[src/rtl/mod_case_pkg.sv]
// Shared types for the request-to-code priority encoder.
package mod_case_pkg;
  localparam int CODE_W  = 3;
  localparam int NUM_REQ = 8;

  typedef enum logic [0:0] {IDLE, OFFER} enc_state_t;
  typedef logic [CODE_W-1:0] code_t;
endpackage

[src/rtl/mod_case_prio_sel.sv]
// Combinational eligible-vector to code/multi/any selector.
// Build option MOD_CASE_ROUND_ROBIN_EN adds a rotate pointer input.
module mod_case_prio_sel
  import mod_case_pkg::*;
(
  input  logic [NUM_REQ-1:0] elig,
`ifdef MOD_CASE_ROUND_ROBIN_EN
  input  code_t              ptr,
`endif
  output code_t              code,
  output logic               multi,
  output logic               any
);

  logic [NUM_REQ-1:0] vec;
  code_t              off;

  always_comb begin
`ifdef MOD_CASE_ROUND_ROBIN_EN
    // Rotate so the pointer position becomes bit 0, then take the lowest bit.
    vec = NUM_REQ'({elig, elig} >> ptr);
`else
    vec = elig;
`endif
    off = '0;
    if ($countones(vec) == 1) begin
      unique case (vec)
        8'b0000_0001: off = 3'd0;
        8'b0000_0010: off = 3'd1;
        8'b0000_0100: off = 3'd2;
        8'b0000_1000: off = 3'd3;
        8'b0001_0000: off = 3'd4;
        8'b0010_0000: off = 3'd5;
        8'b0100_0000: off = 3'd6;
        8'b1000_0000: off = 3'd7;
        default:      off = 3'd0;
      endcase
    end else begin
      priority casez (vec)
        8'b????_???1: off = 3'd0;
        8'b????_??10: off = 3'd1;
        8'b????_?100: off = 3'd2;
        8'b????_1000: off = 3'd3;
        8'b???1_0000: off = 3'd4;
        8'b??10_0000: off = 3'd5;
        8'b?100_0000: off = 3'd6;
        8'b1000_0000: off = 3'd7;
        default:      off = 3'd0;
      endcase
    end
`ifdef MOD_CASE_ROUND_ROBIN_EN
    code = code_t'(off + ptr);
`else
    code = off;
`endif
  end

  assign multi = ($countones(elig) > 1);
  assign any   = |elig;

endmodule

[src/rtl/mod_case_priority_encoder.sv]
// Sticky-request priority encoder offering a 3-bit code over valid/ready.
// Build option MOD_CASE_ROUND_ROBIN_EN selects rotating instead of fixed priority.
module mod_case_priority_encoder
  import mod_case_pkg::*;
#(
  parameter int CODE_W  = 3,
  parameter int NUM_REQ = 8,
  parameter int CNT_W   = 8
) (
  input  logic               clk,
  input  logic               rst_n,
  input  logic [NUM_REQ-1:0] in_req,
  input  logic [NUM_REQ-1:0] in_mask,
  input  logic               in_ready,
  output logic               out_valid,
  output logic [CODE_W-1:0]  out_code,
  output logic               out_multi,
  output logic [NUM_REQ-1:0] out_pending,
  output logic [CNT_W-1:0]   out_grant_cnt
);

  enc_state_t         state;
  logic [NUM_REQ-1:0] elig;
  logic [NUM_REQ-1:0] granted;
  logic [NUM_REQ-1:0] sel_vec;
  logic               accept;
  code_t              sel_code;
  logic               sel_multi;
  logic               sel_any;

  assign elig    = out_pending & ~in_mask;
  assign accept  = (state == OFFER) && in_ready;
  assign granted = accept ? (NUM_REQ'(1) << out_code) : '0;
  // The just-granted bit is excluded so back-to-back offers move on.
  assign sel_vec = elig & ~granted;

`ifdef MOD_CASE_ROUND_ROBIN_EN
  code_t ptr;
  code_t sel_ptr;

  assign sel_ptr = accept ? code_t'(out_code + 1'b1) : ptr;

  always_ff @(posedge clk) begin
    if (!rst_n) begin
      ptr <= '0;
    end else if (accept) begin
      ptr <= code_t'(out_code + 1'b1);
    end
  end

  mod_case_prio_sel u_sel (
    .elig  (sel_vec),
    .ptr   (sel_ptr),
    .code  (sel_code),
    .multi (sel_multi),
    .any   (sel_any)
  );
`else
  mod_case_prio_sel u_sel (
    .elig  (sel_vec),
    .code  (sel_code),
    .multi (sel_multi),
    .any   (sel_any)
  );
`endif

  always_ff @(posedge clk) begin
    if (!rst_n) begin
      state         <= IDLE;
      out_valid     <= 1'b0;
      out_code      <= '0;
      out_multi     <= 1'b0;
      out_pending   <= '0;
      out_grant_cnt <= '0;
    end else begin
      // A request arriving on the bit being cleared keeps it pending.
      out_pending <= (out_pending & ~granted) | in_req;
      case (state)
        IDLE: begin
          if (sel_any) begin
            out_code  <= sel_code;
            out_multi <= sel_multi;
            out_valid <= 1'b1;
            state     <= OFFER;
          end
        end
        OFFER: begin
          if (in_ready) begin
            out_grant_cnt <= out_grant_cnt + CNT_W'(1);
            if (sel_any) begin
              out_code  <= sel_code;
              out_multi <= sel_multi;
            end else begin
              out_valid <= 1'b0;
              state     <= IDLE;
            end
          end
        end
        default: state <= IDLE;
      endcase
    end
  end

endmodule

[config.mk]
export PLATFORM = sky130hd
export DESIGN_NAME = mod_case_priority_encoder
export DESIGN_NICKNAME = d
export VERILOG_FILES = /design/src/rtl/mod_case_pkg.sv /design/src/rtl/mod_case_prio_sel.sv /design/src/rtl/mod_case_priority_encoder.sv
export SDC_FILE = /design/constraint.sdc
export NUM_CORES = 1
export LEC_CHECK = 0
export CAP_MARGIN = 20
export CORE_MARGIN = 1.5
export CORE_UTILIZATION = 45
export DETAILED_ROUTE_END_ITERATION = 8
export PLACE_DENSITY = 0.77
export SYNTH_ARGS = -nofsm -noshare
export SYNTH_HDL_FRONTEND = slang
export SYNTH_SLANG_ARGS = --single-unit
[constraint.sdc]
create_clock -name clk -period 3.95 [get_ports clk]
set_input_delay 0.5925 -clock clk [delete_from_list [all_inputs] [get_ports clk]]
set_output_delay 0.5925 -clock clk [all_outputs]
set_load 0.01 [all_outputs]
==> metrics, run 1 <==
static leakage 1.06 nW; root buf cell clkbuf_4; CP cell instances buf_6 > nand2_4 > nor3_2 > a21boi_1 > nor2b_2 > ha_2 > inv_2 > fa_1 > inv_2 > fa_1 > ha_2 > inv_2 > fa_1 > and4b_2 > o21ai_4 > a311oi_2 > a211oi_2 > o21a_1; ys flop type dfxtp_1; CTS tree yes; HP Class register to register; Worst-Margin Slew 0.704 ns; vias post-DR 1556; RSZ-0062 raised after global routing yes; hold_sp out_grant_cnt[7]; Metal-1 WL 1900 um; Clock Tree Buf Depth 2; clk slew on worst S/H paths 0.14 ns; max frequency 0.261 GHz; GPL Wtd Cong 0.899; Post-synth EDFFs 0; Area after DPL 0.00221 mm2; # setup viols final 0; most frequent cells in the layout clkdlybuf4s50_1, buf_4, dfxtp_1; crit path kind primary input to register; Final ANT Viol Nets 0; vias per cell 5.24; Antenna Cells 0; Clock Skews 0.00289 ns; launch point of the worst reg-to-reg path state; met2 wire length 2090 um; drt total wl 4180 um; P per Cell Area 329 mW/mm2; global route overflow 0; #FFs+latches synth 22; fill count 256; syn_nets 221; H-tree levels 1; buffers added on ports 39; Worst-Skew Late Latency 0.31 ns; core region area 0.00342 mm2; Worst EP arrival 4.06 ns; Peak supply drop 218 uV; Worst setup EP type register; Final Net Count 290; final period utilization 97.2%; CP bufs+invs 4; relative slew slack 52.9%; Ys Warns 0; fin crit period 3.84 ns; Distinct cells, synth 54; Rows 21; design area 0.00249 mm2; Post-Syn Area per Cell 8.90 um2; total negative slack 0 ns; most common cell after layout, fill and taps aside clkdlybuf4s50_1; post-synthesis cell area 0.00163 mm2; io pins 40; max-slew violation count 0; Worst setup SP type primary input; Starting Density 47.7%; met3 WL 159 um; Die Wd 63.2 um; Total GRT Usage 21.0%; status complete, no violations; Slowest-stage cell, CP fa_1; Routed wire per std cell 14.1 um; hpwl dp 3030 um; first-pass GRT wire length 6690 um; Cells after Synth 183; CP required 4.17 ns; final worst slack 0.112 ns; final count of hold timing violations 0; die height 63.2 um; fraction of registers with async set/reset 0%; Max stage delay on crit path 0.51 ns; max cap viols 0; Clock Sink Count 22; worst slack, placed -0.669 ns; share of cells above drive strength 1 32.7%; worst setup path startpoint in_ready; TritonCTS Buffers 3; Worst path top cell family by delay adder cells; vias in the first global route 1463; area grow syn2layout 52.7%; Seq/Total Area, Yosys 27.0%; Iter 0 DRT Violations 50; antenna violations before repair 0; largest net degree at the start of global routing 24; DIE AREA 0.00399 mm2; 1st-pass router iterations 4; critical-path maximum fanout 4; DR top layer met4; DRC 0
-- stage by stage --
stage,std cells,util (%),hold slack [ns],power [W]
global route,297,72.8,0.542,0.000862
CTS,292,68.8,0.511,0.000775
floorplan,183,-,0.501,0.000453
detailed placement,283,64.7,0.489,0.000576
global placement,283,64.7,0.470,0.000573
finish,297,72.8,0.505,0.000818
-- where the power goes --
| part | switching, W | internal, W |
|---|---|---|
| logic | 0.000168 | 0.000198 |
| registers | 0.0000271 | 0.000246 |
| clock network | 0.0000769 | 0.000102 |
-- path summary, 6_finish.rpt --
path | end | slack [ns] | cells past startpoint
worst max-delay path | out_code[0] | 0.11 | 18
worst min-delay path | out_grant_cnt[7] | 0.51 | 2
worst min register to register | out_grant_cnt[7] | 0.51 | 2
worst max register to register | out_code[0] | 0.11 | 17
-- repair_timing --
action                                  CTS  global route
hold buffers                              0             0
setup buffers                             5             5
endpoints found under the setup margin    3             3
pin swaps                                14            12
gates resized for setup                  26            21
-- synth_stat cells, types with 5 or more instances --
cell	instances	area share [%]
inv_1	23	5.3
a21oi_1	5	1.5
a21boi_0	7	3.2
and2_1	6	2.3
o21ai_0	7	2.2
nand3_1	5	1.5
dfxtp_1	22	27
ha_1	15	12
nor2b_1	6	2.3
nand2_1	18	4.1
o21a_1	5	2.3
xnor2_1	5	2.7
-- flip-flops by register name, indices dropped and copies added (netlist names) --
name	flops
out_multi	1
out_code	3
out_valid	1
out_grant_cnt	8
out_pending	8
state	1
-- per-layer routing --
layer	track usage, %	vias to the layer above
li1	-	771
met1	27.2	746
met5	0	-
met4	5.00	0
met3	2.50	2
met2	37.1	37
-- worst register-to-register path, delay by kind of cell, from the launching register on --
family                     cells  cell delay, ns
and+or+nand+nor                4            0.63
adders and majority gates      5            1.88
DFF                            1            0.36
buffers and inverters          3            0.12
AOI/OAI and AO/OA              5            0.75
-- cell type report --
type | count | area, um2 | share of cell area [%]
multi-input combinational | 132 | 1210 | 48.6
clock buffer | 3 | 22.5 | 0.905
timing repair buffer | 70 | 628 | 25.3
tap | 46 | 57.6 | 2.31
clock inverter | 1 | 30.0 | 1.21
inverter | 23 | 86.3 | 3.47
sequential | 22 | 453 | 18.2
-- logic make-up (layout without fill, tap and decap cells) --
kind of cell / after synthesis / after routing / share of synthesized area [%]
adder cells (fa/ha/maj): 19 / 19 / 16.4
AO/OA/AOI/OAI: 47 / 47 / 23.3
buffers and inverters: 29 / 97 / 7.53
multiplexers: 1 / 1 / 0.614
XOR/XNOR: 5 / 5 / 2.69
flip-flops: 22 / 22 / 27.0
AND/OR/NAND/NOR: 60 / 60 / 22.3
Note: power is estimated with default switching activity, not from simulation.
==> inputs of run 2 (changes only) <==
--- a/config.mk
+++ b/config.mk
@@ -6,7 +6,6 @@
 export NUM_CORES = 1
 export LEC_CHECK = 0
 export CAP_MARGIN = 20
-export CORE_MARGIN = 1.5
 export CORE_UTILIZATION = 45
 export DETAILED_ROUTE_END_ITERATION = 8
 export PLACE_DENSITY = 0.77
==> run 2 against run 1 <==
Against the previous run:
- combinational power increased by 4%
- final cell count increased by 0.34%
- clock skew increased by 0.0030 ns
- final area increased by 1.2%
- register-to-register slack got worse by 0.06 ns
- non-clock buffer count increased by 1
- power increased by 2.2%
- worst hold slack got worse by 0.0085 ns
- first-iteration DRC count increased by 40%
==> metrics, run 2 (synthesis gave the netlist of run 1 again) <==
first-pass GRT wire length 7070 um (was 6690 um); hold depth 2 (unchanged); most frequent cells in the layout clkdlybuf4s50_1, buf_4, dfxtp_1 (unchanged); global route overflow 0 (unchanged); Final ANT Viol Nets 0 (unchanged); launch point of the worst reg-to-reg path state (unchanged); Final Net Count 291 (was 290); crit path kind register to register (was primary input to register); P per Cell Area 332 mW/mm2 (was 329 mW/mm2); GPL Wtd Cong 0.911 (was 0.899); TritonCTS Buffers 3 (unchanged); DIE AREA 0.00386 mm2 (was 0.00399 mm2); vias post-DR 1563 (was 1556); Clock Tree Buf Depth 2 (unchanged); Rows 21 (unchanged); hold_sp out_grant_cnt[7] (unchanged); share of cells above drive strength 1 34.5% (was 32.7%); max-slew violation count 0 (unchanged); CP bufs+invs 6 (was 4); Starting Density 48.1% (was 47.7%); final period utilization 98.7% (was 97.2%); max frequency 0.257 GHz (was 0.261 GHz); vias per cell 5.24 (about the same); H-tree levels 1 (unchanged); Post-Layout Cell Count 298 (was 297); 1st-pass router iterations 4 (unchanged); static leakage 1.08 nW (was 1.06 nW); root buf cell clkbuf_4 (unchanged); CP cell instances nand2_4 > buf_4 > o41ai_4 > nor2_2 > ha_4 > inv_2 > fa_1 > inv_2 > fa_1 > ha_2 > inv_2 > fa_2 > and4b_2 > buf_4 > buf_4 > o211ai_1 > o22ai_1 (was buf_6 > nand2_4 > nor3_2 > a21boi_1 > nor2b_2 > ha_2 > inv_2 > fa_1 > inv_2 > fa_1 > ha_2 > inv_2 > fa_1 > and4b_2 > o21ai_4 > a311oi_2 > a211oi_2 > o21a_1); Post-Place Cells 282 (was 283); Die Wd 62.2 um (was 63.2 um); io pins 40 (unchanged); buffers added on ports 39 (unchanged); CTS tree yes (unchanged); worst reg-to-reg path cell count 17 (unchanged); drt total wl 4520 um (was 4180 um); vias in the first global route 1518 (was 1463); Worst EP arrival 4.11 ns (was 4.06 ns); DRC 0 (unchanged); most common cell after layout, fill and taps aside clkdlybuf4s50_1 (unchanged); Worst setup SP type register (was primary input); Iter 0 DRT Violations 70 (was 50); Total GRT Usage 22.8% (was 21.0%); Slowest-stage cell, CP fa_2 (was fa_1); # setup viols final 0 (unchanged); Min-Delay Endpoint out_grant_cnt[7] (unchanged); Clock Sink Count 22 (unchanged); HP Class register to register (unchanged); core region area 0.00339 mm2 (was 0.00342 mm2); top flop regs out_grant_cnt: 8 flops, out_pending: 8 flops, out_code: 3 flops (unchanged); status complete, no violations (unchanged); end-of-flow core utilization 74.3% (was 72.8%); Worst-Skew Late Latency 0.32 ns (was 0.31 ns); clk slew on worst S/H paths 0.13 ns (was 0.14 ns); die height 62.2 um (was 63.2 um); largest net degree at the start of global routing 24 (unchanged); relative slew slack 47.4% (was 52.9%); CP required 4.16 ns (was 4.17 ns); critical-path maximum fanout 5 (was 4); Worst setup EP type register (unchanged); Antenna Cells 0 (unchanged); Worst-Margin Slew 0.786 ns (was 0.704 ns); Max stage delay on crit path 0.45 ns (was 0.51 ns); RSZ-0062 raised after global routing yes (unchanged); area grow syn2layout 54.5% (was 52.7%); Routed wire per std cell 15.2 um (was 14.1 um); fin crit period 3.90 ns (was 3.84 ns); Peak supply drop 305 uV (was 218 uV); final count of hold timing violations 0 (unchanged); Clock Skews 0.00588 ns (was 0.00289 ns); FF-to-FF End out_code[2] (was out_code[0]); hpwl dp 3020 um (was 3030 um); FF-to-FF setup slack 0.05 ns (was 0.11 ns); Worst path top cell family by delay adder cells (unchanged); antenna violations before repair 0 (unchanged); max cap viols 0 (unchanged)
## run 2: routing by layer
layer	vias to the layer above	wire [um]	track usage, %
li1	775	-	-
met1	729	1980	29.9
met2	49	2270	37.6
met3	10	198	4.41
met4	0	75	6.69
met5	-	0	0
## run 2: per-stage QoR
step	area [um2]	setup TNS (ns)	power, W	setup WS [ns]	hold WS (ns)
after floorplan	1640	0	0.000453	0.0155	0.501
after global placement	2200	-2.03	0.000570	-0.684	0.468
after detailed placement	2200	-2.19	0.000573	-0.759	0.482
after CTS	2320	-0.00843	0.000787	-0.00843	0.501
after global routing	2520	-0.130	0.000884	-0.0736	0.526
final	2520	0	0.000836	0.0524	0.496
## run 2: where the power goes
group | internal [W] | total [W] | switching (W)
clock | 0.000103 | 0.000177 | 0.0000739
combinational | 0.000211 | 0.000380 | 0.000170
sequential | 0.000246 | 0.000279 | 0.0000330
## run 2: what timing repair did
| item | in CTS | in global routing |
|---|---|---|
| pin swaps | 6 | 19 |
| gates resized for setup | 17 | 37 |
| endpoints found under the setup margin | 3 | 3 |
| hold buffers | 0 | 0 |
| setup buffers | 3 | 9 |
| gates cloned | 0 | 0 |
## run 2: worst max path at each step
stage                   from     endpoint  cells past startpoint
global route           state  out_code[2]                     17
CTS                 in_ready  out_code[0]                     18
finish                 state  out_code[2]                     17
floorplan           in_ready  out_code[0]                     17
detailed placement  in_ready  out_code[0]                     18
global placement    in_ready  out_code[2]                     16
## run 2: worst reg2reg max path, delay by kind of cell, from the launching register on
family,cells,cell delay [ns]
buffers and inverters,6,0.60
flip-flops,1,0.39
adder cells (fa/ha/maj),5,1.67
AO/OA/AOI/OAI,3,0.69
AND/OR/NAND/NOR,3,0.44
## run 2: final cells by class
cell class	instances	area, um2
Sequential cell	22	455
Timing Repair Buffer	71	641
Clock buffer	3	22.5
Multi-Input combinational cell	132	1220
Clock inverter	1	30.0
Fill cell	238	872
Inverter	23	88.8
Tap cell	46	57.6
